`src/rtl/spike_pkg.sv`:
```
// Shared widths and event record layout for the spike detector.
// evt_t matches the upstream word layout {channel, timestamp, sample}.
package spike_pkg;

  localparam int SAMPLE_W_DEF  = 12;
  localparam int TS_W_DEF      = 16;
  localparam int CH_W_DEF      = 4;
  localparam int REFR_W_DEF    = 8;
  localparam int EVT_DEPTH_DEF = 8;

  typedef struct packed {
    logic [CH_W_DEF-1:0]     ch;
    logic [TS_W_DEF-1:0]     ts;
    logic [SAMPLE_W_DEF-1:0] sample;
  } evt_t;

endpackage

```
`src/rtl/sync_fifo_fwft.sv`:
```
// Synchronous first-word-fall-through FIFO. The pointers carry one wrap bit
// beyond the address so that full and empty can be told apart.
module sync_fifo_fwft #(
  parameter int DW    = 32,
  parameter int DEPTH = 8
) (
  input  logic                     i_clk,
  input  logic                     i_rst_n,
  input  logic                     i_push,
  input  logic [DW-1:0]            i_data,
  output logic                     o_valid,
  input  logic                     i_ready,
  output logic [DW-1:0]            o_data,
  output logic                     o_full,
  output logic [$clog2(DEPTH):0]   o_level
);

  localparam int AW = $clog2(DEPTH);

  logic [DW-1:0] r_mem [DEPTH];
  logic [AW:0]   r_wr_ptr;
  logic [AW:0]   r_rd_ptr;
  logic          w_empty;
  logic          w_full;
  logic          w_pop;
  logic          w_wr;

  assign w_empty = (r_wr_ptr == r_rd_ptr);
  assign w_full  = (r_wr_ptr[AW] != r_rd_ptr[AW]) &&
                   (r_wr_ptr[AW-1:0] == r_rd_ptr[AW-1:0]);
  assign w_pop   = !w_empty && i_ready;
  // A push into a full FIFO still lands when the head leaves in the same cycle.
  assign w_wr    = i_push && (!w_full || w_pop);

  always_ff @(posedge i_clk or negedge i_rst_n) begin
    if (!i_rst_n) begin
      r_wr_ptr <= '0;
      r_rd_ptr <= '0;
    end else begin
      if (w_wr)  r_wr_ptr <= r_wr_ptr + 1'b1;
      if (w_pop) r_rd_ptr <= r_rd_ptr + 1'b1;
    end
  end

  always_ff @(posedge i_clk) begin
    if (w_wr) r_mem[r_wr_ptr[AW-1:0]] <= i_data;
  end

  assign o_valid = !w_empty;
  assign o_data  = r_mem[r_rd_ptr[AW-1:0]];
  assign o_full  = w_full;
  assign o_level = r_wr_ptr - r_rd_ptr;

endmodule

```
`src/rtl/spike_detector.sv`:
```
// Per-channel threshold spike detector with refractory counters and an event FIFO.
// Stage 1 registers the word plus its channel state; the following edge commits it.
module spike_detector
  import spike_pkg::*;
#(
  parameter int SAMPLE_W  = SAMPLE_W_DEF,
  parameter int TS_W      = TS_W_DEF,
  parameter int CH_W      = CH_W_DEF,
  parameter int REFR_W    = REFR_W_DEF,
  parameter int EVT_DEPTH = EVT_DEPTH_DEF
) (
  input  logic                          sys_clk,
  input  logic                          sys_rst_n,
  input  logic                          in_valid,
  input  logic [CH_W+TS_W+SAMPLE_W-1:0] in_data,
  input  logic                          det_en,
  input  logic                          cfg_wr,
  input  logic [CH_W-1:0]               cfg_ch,
  input  logic [SAMPLE_W-1:0]           cfg_thresh,
  input  logic [REFR_W-1:0]             cfg_refract,
  output logic                          evt_valid,
  input  logic                          evt_ready,
  output logic [CH_W+TS_W+SAMPLE_W-1:0] evt_data,
  output logic [7:0]                    drop_cnt,
  output logic [$clog2(EVT_DEPTH):0]    evt_level
);

  localparam int NCH = 1 << CH_W;
  localparam int DW  = CH_W + TS_W + SAMPLE_W;

  typedef struct packed {
    logic [CH_W-1:0]     ch;
    logic [TS_W-1:0]     ts;
    logic [SAMPLE_W-1:0] sample;
  } word_t;

  logic [SAMPLE_W-1:0] r_thresh [NCH];
  logic [REFR_W-1:0]   r_refr   [NCH];

  logic                r_s1_vld;
  word_t               r_s1_word;
  logic [SAMPLE_W-1:0] r_s1_thr;
  logic [REFR_W-1:0]   r_s1_cnt;
  logic [7:0]          r_drop;

  word_t               w_in;
  logic                w_take;
  logic                w_spike;
  logic [REFR_W-1:0]   w_cnt_nxt;
  logic                w_fwd;
  logic                w_full;
  logic                w_drop;

  assign w_in   = word_t'(in_data);
  // Disabled words never enter the pipeline, so their channel state is untouched.
  assign w_take = in_valid && det_en;
  assign w_fwd  = r_s1_vld && (r_s1_word.ch == w_in.ch);

  always_comb begin
    w_spike   = r_s1_vld && (r_s1_word.sample >= r_s1_thr) && (r_s1_cnt == '0);
    w_cnt_nxt = r_s1_cnt;
    if (w_spike)
      w_cnt_nxt = cfg_refract;
    else if (r_s1_cnt != '0)
      w_cnt_nxt = r_s1_cnt - REFR_W'(1);
  end

  // Stage 1: capture word; counter is forwarded from the word being committed.
  always_ff @(posedge sys_clk or negedge sys_rst_n) begin
    if (!sys_rst_n) begin
      r_s1_vld  <= 1'b0;
      r_s1_word <= '0;
      r_s1_thr  <= '1;
      r_s1_cnt  <= '0;
    end else begin
      r_s1_vld <= w_take;
      if (w_take) begin
        r_s1_word <= w_in;
        r_s1_thr  <= r_thresh[w_in.ch];
        r_s1_cnt  <= w_fwd ? w_cnt_nxt : r_refr[w_in.ch];
      end
    end
  end

  // Channel state: config writes land after the same-cycle word has read the old value.
  always_ff @(posedge sys_clk or negedge sys_rst_n) begin
    if (!sys_rst_n) begin
      for (int c = 0; c < NCH; c++) begin
        r_thresh[c] <= '1;
        r_refr[c]   <= '0;
      end
    end else begin
      for (int c = 0; c < NCH; c++) begin
        if (cfg_wr && (cfg_ch == CH_W'(c)))
          r_thresh[c] <= cfg_thresh;
        if (r_s1_vld && (r_s1_word.ch == CH_W'(c)))
          r_refr[c] <= w_cnt_nxt;
      end
    end
  end

  sync_fifo_fwft #(
    .DW    (DW),
    .DEPTH (EVT_DEPTH)
  ) u_evt_fifo (
    .i_clk   (sys_clk),
    .i_rst_n (sys_rst_n),
    .i_push  (w_spike),
    .i_data  (r_s1_word),
    .o_valid (evt_valid),
    .i_ready (evt_ready),
    .o_data  (evt_data),
    .o_full  (w_full),
    .o_level (evt_level)
  );

  assign w_drop = w_spike && w_full && !(evt_valid && evt_ready);

  always_ff @(posedge sys_clk or negedge sys_rst_n) begin
    if (!sys_rst_n)
      r_drop <= '0;
    else if (w_drop && (r_drop != 8'hFF))
      r_drop <= r_drop + 8'd1;
  end

  assign drop_cnt = r_drop;

endmodule

```
`config.mk`:
```
export PLATFORM = sky130hd
export DESIGN_NAME = spike_detector
export DESIGN_NICKNAME = d
export VERILOG_FILES = /design/src/rtl/spike_pkg.sv /design/src/rtl/sync_fifo_fwft.sv /design/src/rtl/spike_detector.sv
export SDC_FILE = /design/constraint.sdc
export NUM_CORES = 1
export LEC_CHECK = 0
export ABC_AREA = 1
export CORE_MARGIN = 5
export CORE_UTILIZATION = 45
export DETAILED_ROUTE_END_ITERATION = 10
export PLACE_DENSITY = 0.71
export SLEW_MARGIN = 20
export SYNTH_ARGS = -nofsm -noshare
export SYNTH_HDL_FRONTEND = slang
export SYNTH_SLANG_ARGS = --single-unit
```
`constraint.sdc`:
```
create_clock -name sys_clk -period 14.8 [get_ports sys_clk]
set_clock_uncertainty 0.2 [all_clocks]
set_input_delay 2.96 -clock sys_clk [delete_from_list [all_inputs] [get_ports sys_clk]]
set_output_delay 2.96 -clock sys_clk [all_outputs]
set_load 0.02 [all_outputs]
```
==> results_dict.tcl, run 1 <==
set metrics [dict create \
    cts_inserted_buffers 70 \
    dpl-instance-area_mm2 0.0300 \
    post-place-ws_ns 8.58 \
    synthFlopType "edfxtp_1" \
    dpl.hpwl_mm 40.7 \
    antenna_cells 0 \
    htreeDepth 3 \
    cts_setup_buffers 0 \
    detail_route.iter0.violations 1774 \
    drcViolationCount 0 \
    vias 21000 \
    grt_pass1_wl_mm 113 \
    synth_seq_cells 645 \
    final_cells 3844 \
    clk_path_buf_depth 3 \
    status "completed" \
    wirelength_mm 71.8 \
    path_max_fanout 116 \
    antenna_left 0 \
    worst_pin_slew_ns 1.12 \
    antenna_found_initial 1 \
    synth.avg_cell_area_um2 9.71 \
    first_global_vias 20400 \
    ios 107 \
    path_class "reg -> out" \
    cts_tree "yes" \
    multiInputGateArea_mm2 0.00934 \
    fill_cells 5599 \
    slowest_stage "buf_4" \
    grt_max_degree 122 \
    yosysWarnings 0 \
    cts_sinks 645 \
    setup_tns_ns 0 \
    fin_hold_ws_ns 0.265 \
    fin_area_mm2 0.0322 \
    synth_area_mm2 0.0284 \
    insertion_delay_ns 0.61 \
    hold_viol 0 \
    holdBufCountCts 0 \
    cpPeakStageDelay_ns 0.81 \
    required_ns 11.64 \
    core-area_mm2 0.0627 \
    layout_worst_path_cycle_share 0.464 \
    syn-num-nets 3002 \
    critPathTopFamily "buffers and inverters" \
    drv_slew 0 \
    cts.clk_slew.worst_paths_ns 0.06 \
    synthToLayoutAreaGrowth_pct 13.7 \
    cp-end-kind "primary output" \
    drive_above_1_share 0.136 \
    synth-edff-count 256 \
    ys_seq_area_frac 0.623 \
    dieWidth_um 261 \
    cp_num_cells 7 \
    vias_per_cell 5.46 \
    hold_class "reg -> reg" \
    maxCapViolations 0 \
    clock-root-buffer "clkbuf_16" \
    netlist_instances 2919 \
    min_period_ns 6.86 \
    rsz0062_at_grt "false" \
    fin_ws_ns 7.94 \
    cp_cell_sequence "clkinv_2 -> buf_4 -> o21ai_0 -> o22ai_1 -> nor2_1 -> a31oi_1 -> clkdlybuf4s50_1" \
    layout_commonest_cell "o21ai_0" \
    p_leak_uw 0.0125 \
    layout.cells.most_common_list "487 x o21ai_0, 477 x nand2_1, 468 x nor2_1" \
    grt_use_total 0.208 \
    ff_latch_area_mm2 0.0177 \
    nets 3025 \
    routed_wire_length_per_instance_um 18.7 \
    worstRegToRegCells 12 \
    gp_congestion 0.837 \
    powerDensity_mw_per_mm2 173 \
    gr-total-overflow 0 \
    die_area_mm2 0.0681 \
    fmax_ghz 0.146 \
    irDropWorstVdd_mv 0.0985 \
    worstHoldPathCells 2 \
    setup_viol 0 \
    io_buffers 106 \
    die_y_um 261 \
    path_buf_inv 3 \
    dr.pass1.iters 6 \
    synthDistinctLibCells 40 \
    crit_arrival_ns 3.70 \
    synth_async_sr_flop_share 0.603 \
    slew_headroom 0.247 \
    cts_resized 0 \
    start_util 0.452 \
    rows 92 \
    placedCellCount 3716 \
    startpoint_type "flop" \
]
[registers in the layout, summed over array words and instances, names as in the netlist]
name and count:
r_refr 128, r_s1_cnt 8, drop_cnt 8, u_evt_fifo.r_rd_ptr 4
r_thresh 192, u_evt_fifo.r_mem 256, r_s1_vld 1, r_s1_word 32
u_evt_fifo.r_wr_ptr 4, r_s1_thr 12
[cell families after synthesis]
logic type	after synthesis	synth area share
AND/OR/NAND/NOR	1090	0.157
buffers and inverters	344	0.0492
AO/OA/AOI/OAI	803	0.156
flip-flops	645	0.623
adder cells (fa/ha/maj)	21	0.00953
XOR/XNOR	16	0.00494
[per-stage QoR]
| stage | total power (µW) | utilization |
|---|---|---|
| finish | 5570 | 0.514 |
| global route | 5890 | 0.514 |
| CTS | 5610 | 0.514 |
| detailed placement | 3900 | 0.478 |
| global placement | 3860 | 0.478 |
| floorplan | 3380 | - |
[synth_stat cells, types with 2 or more instances]
cell type    n  share of area
clkbuf_1   137          0.018
nand3_1     89          0.016
nor2_1     472          0.062
inv_2        2        0.00026
nand4_1      6         0.0013
nand3_4      8         0.0049
xnor2_1      6         0.0019
o211ai_1    37         0.0098
nor2_4       2        0.00079
nand2_1    478          0.063
nand3_2      2        0.00071
nor2_2       5         0.0011
buf_6        5         0.0020
ha_1        20         0.0088
o21ai_1     19         0.0034
nand2_4      3         0.0012
a31oi_1     83          0.018
edfxtp_1   256           0.27
o221ai_1    22         0.0068
o22ai_1     46          0.010
nand2_2      7         0.0015
xor2_1      10         0.0031
a21oi_1     97          0.017
inv_1      149          0.020
buf_2       36         0.0064
nor3_1      15         0.0026
dfrtp_1    185           0.16
buf_1       12         0.0016
dfstp_2    204           0.19
o21ai_0    487          0.086
o21ai_2     10         0.0031
[final timing paths]
path                                         from                      to  slack (ns)
hold reg to reg                       r_s1_thr[9]             r_s1_thr[9]        0.26
max in group asynchronous               sys_rst_n  u_evt_fifo.r_rd_ptr[0]       10.50
min in group asynchronous               sys_rst_n              r_refr[45]        2.23
setup / recovery           u_evt_fifo.r_rd_ptr[0]            evt_data[11]        7.94
setup reg to reg           u_evt_fifo.r_rd_ptr[1]  u_evt_fifo.r_mem[2][7]       10.68
hold / removal                        r_s1_thr[9]             r_s1_thr[9]        0.26
[worst register-to-register path, stage by stage (launching register included)]
cell     delay, ns
dfrtp_2       0.38
buf_4         0.35
inv_2         0.13
buf_4         0.59
ha_1          0.40
nand3_1       0.08
nor2_1        0.05
nand2_1       0.11
inv_1         0.12
nor2_8        0.15
nand2_2       0.10
nor3_2        0.56
buf_4         0.53
[power by group]
group / total, µW / internal [µW] / switching, µW
registers: 2420 / 2250 / 168
clock network: 1700 / 1000 / 703
logic: 1450 / 542 / 908
total: 5570 / 3790 / 1780
[layout make-up]
type,count,share of cell area
Clock inverter,24,0.00675
Sequential cell,645,0.548
Inverter,152,0.0178
Tap cell,846,0.0328
Clock buffer,104,0.0627
Multi-Input combinational cell,1930,0.290
Timing Repair Buffer,143,0.0416
[per-layer routing]
metal	part of all wire	GRT usage	routed length [µm]
met5	0.00013	0	9
met2	0.48	0.348	34700
met4	0.023	0.0601	1640
met1	0.43	0.281	31000
met3	0.062	0.0381	4450
Note: power is estimated with default switching activity, not from simulation.
==> inputs of run 2 (changes only) <==
clock period = 6.8 ns   (was 14.8 ns; I/O delays follow)
==> run 2 against run 1 <==
Compared with the run above:
- non-clock buffer count is 1 higher
- final cell count is 0.16% lower
- register-to-register slack worse by 7.2 ns
- highest routed layer is now met4
==> results_dict.tcl, run 2 (same netlist as run 1, synthesis figures left out) <==
set metrics [dict create \
    dieWidth_um 261 \
    path_class "reg -> out" \
    fmax_ghz 0.193 \
    io_buffers 106 \
    layout.cells.most_common_list "487 x o21ai_0, 477 x nand2_1, 469 x nor2_1" \
    detail_route.iter0.violations 1889 \
    status "completed" \
    gp_congestion 0.857 \
    grt_max_degree 191 \
    comb_power_share 0.261 \
    cts_tree "yes" \
    htreeDepth 3 \
    vias 21000 \
    pwr-share-clk 0.305 \
    die_area_mm2 0.0681 \
    die_y_um 261 \
    required_ns 5.24 \
    drv_slew 0 \
    layout_commonest_cell "o21ai_0" \
    synthToLayoutAreaGrowth_pct 13.9 \
    fill_cells 5604 \
    start_util 0.452 \
    holdBufCountCts 0 \
    worst_pin_slew_ns 1.10 \
    grt_pass1_wl_mm 113 \
    startpoint_type "flop" \
    largest_register_ffs 256 \
    cts.clk_slew.worst_paths_ns 0.06 \
    layout_worst_path_cycle_share 0.763 \
    antenna_cells 0 \
    irDropWorstVdd_mv 0.199 \
    nets 3026 \
    path_max_fanout 72 \
    setup_tns_ns 0 \
    gr-total-overflow 0 \
    setup_viol 0 \
    maxCapViolations 0 \
    wirelength_mm 71.9 \
    cts_resized 0 \
    cts_sinks 645 \
    hold_class "reg -> reg" \
    fin_hold_ws_ns 0.264 \
    p_int_uw 8290 \
    rows 92 \
    antenna_left 0 \
    insertion_delay_ns 0.59 \
    ios 107 \
    crit_arrival_ns 3.63 \
    core-area_mm2 0.0627 \
    cts_inserted_buffers 70 \
    dpl.hpwl_mm 41.1 \
    first_global_vias 20500 \
    finalCoreUtilization 0.515 \
    cp-end-kind "primary output" \
    drive_above_1_share 0.137 \
    cp_cell_sequence "clkinv_2 -> buf_12 -> o21ai_0 -> o22ai_1 -> nor2_1 -> a31oi_1 -> clkdlybuf4s50_1" \
    clk_path_buf_depth 3 \
    slowest_stage "clkinv_2" \
    clock-root-buffer "clkbuf_16" \
    dr.pass1.iters 5 \
    p_leak_uw 0.0125 \
    power_frac_seq 0.434 \
    rsz0062_at_grt "false" \
    powerDensity_mw_per_mm2 376 \
    cts_setup_buffers 0 \
    drcViolationCount 0 \
    cpPeakStageDelay_ns 0.78 \
    slew_headroom 0.262 \
    antenna_found_initial 0 \
    routed_wire_length_per_instance_um 18.7 \
    vias_per_cell 5.48 \
    min_period_ns 5.19 \
    switchingPower_uw 3830 \
    grt_use_total 0.208 \
    hold_viol 0 \
    switching_share 0.316 \
]
-- run 2: metrics by stage --
step	instance area (µm²)	power [µW]	setup slack, ns	cells
floorplan	28400	7360	2.09	2919
global placement	30000	8400	2.32	3716
global route	32300	12800	1.32	3838
CTS	32200	12200	1.56	3837
detailed placement	30000	8490	2.21	3716
finish	32300	12100	1.61	3838
-- run 2: final timing paths --
check	from	endpoint	slack, ns	cells past startpoint
max in group asynchronous	sys_rst_n	r_s1_word[6]	4.36	3
min in group asynchronous	sys_rst_n	r_refr[59]	0.58	1
setup reg to reg	r_s1_thr[11]	u_evt_fifo.r_mem[7][0]	3.44	14
setup / recovery	u_evt_fifo.r_rd_ptr[0]	evt_data[4]	1.61	7
hold / removal	r_s1_thr[7]	r_s1_thr[7]	0.26	2
hold reg to reg	r_s1_thr[7]	r_s1_thr[7]	0.26	2
-- run 2: layer usage --
| layer | part of all wire | global-route usage | vias to the layer above |
|---|---|---|---|
| li1 | - | - | 10000 |
| met4 | 0.024 | 0.0670 | 0 |
| met5 | 0 | 0 | - |
| met2 | 0.49 | 0.349 | 646 |
| met3 | 0.062 | 0.0319 | 124 |
| met1 | 0.43 | 0.282 | 10200 |
-- run 2: critical path, delay by kind of cell (launching register included) --
kind / cells / cell delay, ns
buffers and inverters: 3 / 1.86
flip-flops: 1 / 0.62
AO/OA/AOI/OAI: 3 / 0.42
AND/OR/NAND/NOR: 1 / 0.10
-- run 2: final cells by class --
class	count	area [µm²]	share of cell area
inverter	152	574	0.0178
sequential	645	17700	0.548
timing repair buffer	144	1400	0.0432
multi-input combinational	1930	9340	0.289
clock inverter	20	176	0.00546
tap	846	1060	0.0328
clock buffer	101	2060	0.0637
-- run 2: power groups by stage --
| stage | Combinational, µW | Sequential, µW | Clock (µW) |
|---|---|---|---|
| CTS | 3190 | 5260 | 3780 |
| detailed placement | 3170 | 5320 | 0 |
| global route | 3540 | 5340 | 3940 |
| finish | 3170 | 5270 | 3700 |
| floorplan | 2160 | 5200 | 0 |
| global placement | 3100 | 5300 | 0 |
